$ cat src/rtl/el2_ifu_ic_dbg_seq.sv
// el2_ifu_ic_dbg_seq: sequences one debug access at a time into the I-cache array debug port,
// waiting out fetch ownership and returning read data, ECC/parity status or a timeout.
module el2_ifu_ic_dbg_seq #(
  parameter int RD_LAT   = 1,
  parameter int MAX_WAIT = 255
) (
  input  logic        clock,
  input  logic        reset,
  input  logic        io_dbg_req_valid,
  output logic        io_dbg_req_ready,
  input  logic        io_dbg_req_wr,
  input  logic        io_dbg_req_tag,
  input  logic [14:0] io_dbg_req_addr,
  input  logic [1:0]  io_dbg_req_way,
  input  logic [70:0] io_dbg_req_wdata,
  output logic        io_dbg_rsp_valid,
  input  logic        io_dbg_rsp_ready,
  output logic [70:0] io_dbg_rsp_data,
  output logic        io_dbg_rsp_err,
  output logic        io_dbg_rsp_timeout,
  input  logic        io_ic_busy,
  output logic [14:0] io_ic_debug_addr,
  output logic        io_ic_debug_rd_en,
  output logic        io_ic_debug_wr_en,
  output logic        io_ic_debug_tag_array,
  output logic [1:0]  io_ic_debug_way,
  output logic [70:0] io_ic_debug_wr_data,
  input  logic [70:0] io_ic_debug_rd_data,
  input  logic [1:0]  io_ic_eccerr,
  input  logic [1:0]  io_ic_parerr
);
  typedef enum logic [2:0] {IDLE, WAIT, ISSUE, RDWAIT, RESP} state_t;
  state_t      state_q, state_d;
  logic        wr_q, wr_d, tag_q, tag_d, err_q, err_d, tmo_q, tmo_d;
  logic [14:0] addr_q, addr_d;
  logic [1:0]  way_q, way_d;
  logic [70:0] wdata_q, wdata_d, rdata_q, rdata_d;
  logic [7:0]  wcnt_q, wcnt_d;
  logic [2:0]  lcnt_q, lcnt_d;
  always_ff @(posedge clock or posedge reset) begin
    if (reset) begin
      state_q <= IDLE;
      wr_q    <= 1'b0;
      tag_q   <= 1'b0;
      err_q   <= 1'b0;
      tmo_q   <= 1'b0;
      addr_q  <= '0;
      way_q   <= '0;
      wdata_q <= '0;
      rdata_q <= '0;
      wcnt_q  <= '0;
      lcnt_q  <= '0;
    end else begin
      state_q <= state_d;
      wr_q    <= wr_d;
      tag_q   <= tag_d;
      err_q   <= err_d;
      tmo_q   <= tmo_d;
      addr_q  <= addr_d;
      way_q   <= way_d;
      wdata_q <= wdata_d;
      rdata_q <= rdata_d;
      wcnt_q  <= wcnt_d;
      lcnt_q  <= lcnt_d;
    end
  end
  always_comb begin
    state_d = state_q;
    wr_d    = wr_q;
    tag_d   = tag_q;
    err_d   = err_q;
    tmo_d   = tmo_q;
    addr_d  = addr_q;
    way_d   = way_q;
    wdata_d = wdata_q;
    rdata_d = rdata_q;
    wcnt_d  = wcnt_q;
    lcnt_d  = lcnt_q;
    case (state_q)
      IDLE: if (io_dbg_req_valid) begin
        wr_d    = io_dbg_req_wr;
        tag_d   = io_dbg_req_tag;
        addr_d  = io_dbg_req_addr;
        way_d   = io_dbg_req_way;
        wdata_d = io_dbg_req_wdata;
        wcnt_d  = '0;
        state_d = WAIT;
      end
      WAIT: if (!io_ic_busy) state_d = ISSUE;
      else begin
        wcnt_d = (wcnt_q == 8'hFF) ? wcnt_q : wcnt_q + 8'd1;
        if (wcnt_d >= 8'(MAX_WAIT)) begin
          rdata_d = '0;
          err_d   = 1'b1;
          tmo_d   = 1'b1;
          state_d = RESP;
        end
      end
      ISSUE: begin
        rdata_d = '0;
        err_d   = 1'b0;
        tmo_d   = 1'b0;
        lcnt_d  = 3'(RD_LAT - 1);
        state_d = wr_q ? RESP : RDWAIT;
      end
      RDWAIT: if (lcnt_q == '0) begin
        // Tag array has no ECC, so only parity counts there
        rdata_d = io_ic_debug_rd_data;
        err_d   = tag_q ? |io_ic_parerr : (|io_ic_eccerr | |io_ic_parerr);
        state_d = RESP;
      end else lcnt_d = lcnt_q - 3'd1;
      RESP: if (io_dbg_rsp_ready) state_d = IDLE;
      default: state_d = IDLE;
    endcase
  end
  assign io_dbg_req_ready      = state_q == IDLE;
  assign io_dbg_rsp_valid      = state_q == RESP;
  assign io_dbg_rsp_data       = rdata_q;
  assign io_dbg_rsp_err        = err_q;
  assign io_dbg_rsp_timeout    = tmo_q;
  assign io_ic_debug_addr      = addr_q;
  assign io_ic_debug_way       = way_q;
  assign io_ic_debug_tag_array = tag_q;
  assign io_ic_debug_wr_data   = wdata_q;
  assign io_ic_debug_rd_en     = (state_q == ISSUE) && !wr_q;
  assign io_ic_debug_wr_en     = (state_q == ISSUE) && wr_q;
endmodule

$ cat config.mk
export PLATFORM = sky130hd
export DESIGN_NAME = el2_ifu_ic_dbg_seq
export DESIGN_NICKNAME = d
export VERILOG_FILES = /design/src/rtl/el2_ifu_ic_dbg_seq.sv
export SDC_FILE = /design/constraint.sdc
export NUM_CORES = 1
export LEC_CHECK = 0
export ABC_AREA = 1
export CORE_ASPECT_RATIO = 0.75
export CORE_UTILIZATION = 45
export CTS_CLUSTER_SIZE = 20
export DETAILED_ROUTE_END_ITERATION = 10
export GPL_TIMING_DRIVEN = 0
export PLACE_DENSITY = 0.93
export RECOVER_POWER = 50
export SLEW_MARGIN = 20
export SYNTH_ARGS = -nofsm -noshare
export SYNTH_HDL_FRONTEND = slang
export SYNTH_SLANG_ARGS = --single-unit
$ cat constraint.sdc
create_clock -name clock -period 15.2 [get_ports clock]
set_input_delay 3.04 -clock clock [delete_from_list [all_inputs] [get_ports clock]]
set_output_delay 3.04 -clock clock [all_outputs]
set_load 0.005 [all_outputs]
Word-level counts from Yosys, hierarchy flattened:

Index checks and enable logic that the tools add are counted.

* $add $sub $neg: 2
* multipliers: 0
* div/mod/pow operators: 0
* magnitude comparators: 1
* eq/ne operators: 12
* shifts and indexed selects: 0
* muxes and demuxes: 23
* bitwise gates (word level): 1
* reduce and logical (&&, ||, !) cells: 17

Operator list (count)
* 2-to-1 mux 71 bit: 3
* one-hot mux 71 bit (3 select lines): 1
* 2-to-1 mux 8 bit: 3
* 2-to-1 mux 3 bit: 7
* one-hot mux 8 bit (2 select lines): 1
* one-hot mux 3 bit (5 select lines): 1
* != test 2 bit (second input constant): 5
* adder 8 x 1 -> 8 bit (second input constant): 1
* equality test 8 bit (second input constant): 1
* >= comparator 8 bit (second input constant): 1
* AND reduction 4 bit: 2
* equality test 3 x 2 -> 1 bit (second input constant): 2
* zero test 3 bit: 2
* one-hot mux 3 bit (2 select lines): 1
* AND reduction 3 bit: 2
* nonzero test 2 bit: 3
* 2-to-1 mux 1 bit: 4
* AND reduction 2 bit: 2
* OR reduction 2 bit: 2
* equality test 3 x 1 -> 1 bit (second input constant): 1
* equality test 3 bit (second input constant): 1
* != test 3 bit (second input constant): 1
* one-hot mux 1 bit (3 select lines): 1
* nonzero test 3 bit: 1
* 6 further kinds: 7

* flip-flop bits (word level): 177
* latch bits: 0
* bits in writable memories: 0
* ROM bits: 0
* output and inout bits: 166
* memories: 0

Depth between registers and ports, before layout:

* word-level depth: 6
* depth in mapped cells: 14
* gate-level depth less buffers: 13

Least setup slack after synthesis:

No wires, ideal clock.

* path type: input to register
* start: input port io_dbg_req_valid
* end: register addr_q[14] (netlist: io_ic_debug_addr[14])
* arrival time: 3964 ps
* slack: 11111 ps
* stages: 4
* cells stage by stage: nand2_1 -> clkbuf_1 -> buf_2 -> mux2_2

* longest elaborated chain between the ends: 1

Ends and longest elaborated chain
* start, declared: line 9 `input logic io_dbg_req_valid,`
* AND reduction 2 bit (no source line)
* end signal, assigned: line 59 `addr_q <= addr_d;`
* end, declared: line 35 `logic [14:0] addr_q, addr_d;`

No other way between the ends.
A chain may end at the register's enable or synchronous reset.

==> results_dict.tcl <==
set metrics [dict create \
    rsz0062_at_grt "false" \
    gp_congestion 0.878 \
    hold_start "io_dbg_rsp_data[4]" \
    drc 0 \
    dp_hpwl_um 17000 \
    die_x_um 149 \
    critPathMaxStageDelay_ns 1.92 \
    path_buf_inv 2 \
    cts.repair.resized 0 \
    wl_per_cell_um 18.7 \
    finalClockSkew_ns 0.0146 \
    drv_cap 1 \
    first_iter_violations 447 \
    p_comb_frac 0.443 \
    ant_nets 0 \
    grt_pass1_vias 6760 \
    path_class "in -> async" \
    min_path_cells 2 \
    r2r_slack_ns 12.58 \
    final_nets 1183 \
    gr-total-overflow 0 \
    switching_share 0.330 \
    clock_path_buffers 2 \
    setup_viol 0 \
    final_layout_size_suffix_gt1_frac 0.142 \
    rows 39 \
    met3_length_um 1880 \
    synth-seq-cells 177 \
    wl_met2_um 11700 \
    areaGrowthSynthToFinish_pct 57.7 \
    slew_headroom -1.28 \
    fin_total_pwr_uw 2140 \
    yosys.area.top_type_share 0.609 \
    finalHoldViolations 0 \
    drt_first_pass_iters 4 \
    rr_startpoint "state_q[0]" \
    syn-instance-count 655 \
    leakagePower_uw 0.00518 \
    seq_area_frac_synth 0.609 \
    fin_tns_setup_ns 0 \
    post-route-min-period_ns 5.58 \
    yosys_warnings 0 \
    crit_chain "dlygate4sd3_1 -> clkinvlp_2" \
    yosys.area.top_type "dfrtp_1" \
    ir_worst_vdd_mv 0.131 \
    cts_tree "built" \
    postSynthAreaPerCell_um2 11.1 \
    netlist_area_um2 7270 \
    wirelength_um 22900 \
    start_kind "primary input" \
    crit_family "buffers and inverters" \
    cts_root_buffer "clkbuf_16" \
    p_sw_uw 707 \
    ys_top_cells_by_area "dfrtp_1 (61%), mux2_2 (14%), nand2_1 (9.7%)" \
    violations "capacitance limit, slew limit" \
    highest_layer "met4" \
    cts_setup_buffers 0 \
    fin_crit_sh 0.367 \
    fmax_ghz 0.179 \
    dieHeight_um 112 \
    grt_util_all_layers 0.284 \
    postCtsHoldBufs 0 \
    worstPathRequired_ns 15.17 \
    crit_fanout 77 \
    grt_max_degree 102 \
    worst_pin_slew_ns 3.41 \
    min_to "io_dbg_rsp_data[4]" \
    reg2reg_to "io_dbg_rsp_data[7]" \
    die_area_um2 16700 \
    p_int_uw 1440 \
    ctsHtreeMaxLevel 4 \
    viasPerCell 5.16 \
    clk_latency_ns 0.43 \
    p_per_area_nw_per_um2 187 \
    rr_worst_depth 10 \
    io_buffers 335 \
    initial_core_util 0.469 \
    synth_cell_types 25 \
    clkTransAtPathRegs_ns 0.06 \
    worstPathArrival_ns 5.55 \
    placed_area_um2 10900 \
    antenna_found_initial 2 \
    design_area_um2 11500 \
    clkPwrFrac 0.197 \
    cts.sinks 177 \
    outcome "complete, but fails checks" \
    finalMaxSlewViolations 77 \
    wl_met1_um 8560 \
    io_pins 336 \
    via_count 6338 \
    grt_first_pass_wirelength_um 35600 \
    fillerInstances 1011 \
    cts_inserted_buffers 17 \
    syn_nets 828 \
    seqPwrFrac 0.360 \
    core_region_area_um2 15500 \
    cp-end-kind "asynchronous set/reset pin" \
    worstHoldPathType "reg -> reg" \
    slowest_stage "clkinvlp_2" \
]
power groups by stage:
stage          Sequential (uW)  Combinational [uW]  Clock [uW]
2_1_floorplan              774                 395           0
3_3_place_gp               758                 922           0
3_5_place_dp               773                 956           0
4_1_cts                    771                 966         429
5_1_grt                    790                1020         451
6_report                   772                 950         422
area by class of cell:
type	instances	area, um^2	area share
Timing Repair Buffer	336	3380	0.295
Inverter	25	95.1	0.00829
Clock inverter	12	108	0.00938
Sequential cell	177	4430	0.386
Clock buffer	19	453	0.0395
Multi-Input combinational cell	413	2530	0.220
Antenna cell	2	5.00	0.000436
Tap cell	205	256	0.0224
Buffer	40	213	0.0186
registers in the layout (all words and copies together) (netlist names):
name                   flops
io_ic_debug_tag_array      1
io_dbg_rsp_data           71
state_q                    3
io_ic_debug_wr_data       71
io_dbg_rsp_timeout         1
io_ic_debug_way            2
io_ic_debug_addr          15
io_dbg_rsp_err             1
lcnt_q                     3
wr_q                       1
wcnt_q                     8
synth_stat cells:
cell / instances
nand2_1: 188
clkbuf_1: 15
xnor2_1: 1
buf_1: 2
inv_2: 1
inv_1: 23
ha_1: 3
nand2_4: 2
mux2_2: 90
o21ai_0: 14
nand3_2: 1
a31oi_1: 1
clkinv_1: 1
nor2_2: 1
nand3_1: 11
buf_6: 7
nand4_1: 73
xor2_1: 2
nor2_4: 1
buf_2: 16
nor2_1: 18
nor3_1: 2
dfrtp_1: 177
nand2_2: 2
a21oi_1: 3
through the flow:
stage / hold slack [ns] / utilization / instances / setup WS (ns)
final: 0.472 / 0.739 / 1229 / 9.62
after global routing: 0.494 / 0.739 / 1228 / 8.93
after CTS: 0.474 / 0.740 / 1227 / 10.07
after detailed placement: 0.458 / 0.704 / 1196 / 10.21
after global placement: 0.452 / 0.701 / 1195 / 5.03
after floorplan: 0.453 / - / 655 / 7.36
kinds of logic (layout without fill, tap and decap cells):
kind of cell,Yosys count,in the layout,share of synthesized area
AOI/OAI and AO/OA,18,18,0.0126
xor gates and xnor gates,3,3,0.00361
adders and majority gates,3,3,0.00516
buffers and inverters,65,432,0.0435
DFF,177,177,0.609
muxes,90,90,0.139
other,0,2,0
and+or+nand+nor,299,299,0.187
cells in the final DEF (no fill, tap or decap):
| cell type | instances |
|---|---|
| clkbuf_8 | 2 |
| ha_1 | 3 |
| clkinv_1 | 1 |
| mux2_1 | 1 |
| mux2_2 | 89 |
| nand4_1 | 73 |
| bufinv_16 | 1 |
| clkbuf_16 | 17 |
| a31oi_1 | 1 |
| clkinv_2 | 4 |
| dfrtp_1 | 177 |
| buf_1 | 2 |
| nand3_1 | 11 |
| nor2_2 | 1 |
| inv_2 | 1 |
| nand2_2 | 2 |
| buf_6 | 7 |
| clkinvlp_2 | 1 |
| o21ai_0 | 14 |
| nor2_4 | 1 |
| nand2_4 | 2 |
| clkbuf_1 | 23 |
| inv_1 | 22 |
| xor2_1 | 2 |
| clkinvlp_4 | 3 |
| dlygate4sd3_1 | 24 |
| nor2_1 | 18 |
| nand3_2 | 1 |
| diode_2 | 2 |
| xnor2_1 | 1 |
| clkinv_4 | 1 |
| nand2_1 | 188 |
| inv_6 | 3 |
| buf_16 | 1 |
| nor3_1 | 2 |
| clkdlybuf4s50_1 | 311 |
| a21oi_1 | 3 |
| buf_2 | 8 |
per-layer routing:
layer / track usage / vias to the layer above
li1: - / 2936
met1: 0.315 / 3067
met2: 0.501 / 287
met3: 0.0817 / 48
met4: 0.135 / 0
met5: 0 / -
how the worst max path moves through the flow:
| stage | end | depth (start not counted) | start |
|---|---|---|---|
| floorplan | io_dbg_rsp_data[0] | 1 | reset |
| global placement | io_dbg_rsp_data[65] | 2 | reset |
| detailed placement | io_ic_debug_wr_data[5] | 5 | io_dbg_req_valid |
| CTS | io_ic_debug_rd_en | 6 | state_q[2] |
| global route | io_ic_debug_wr_data[5] | 2 | reset |
| finish | io_ic_debug_wr_data[5] | 2 | reset |
Power figures use the tool's default switching activity.
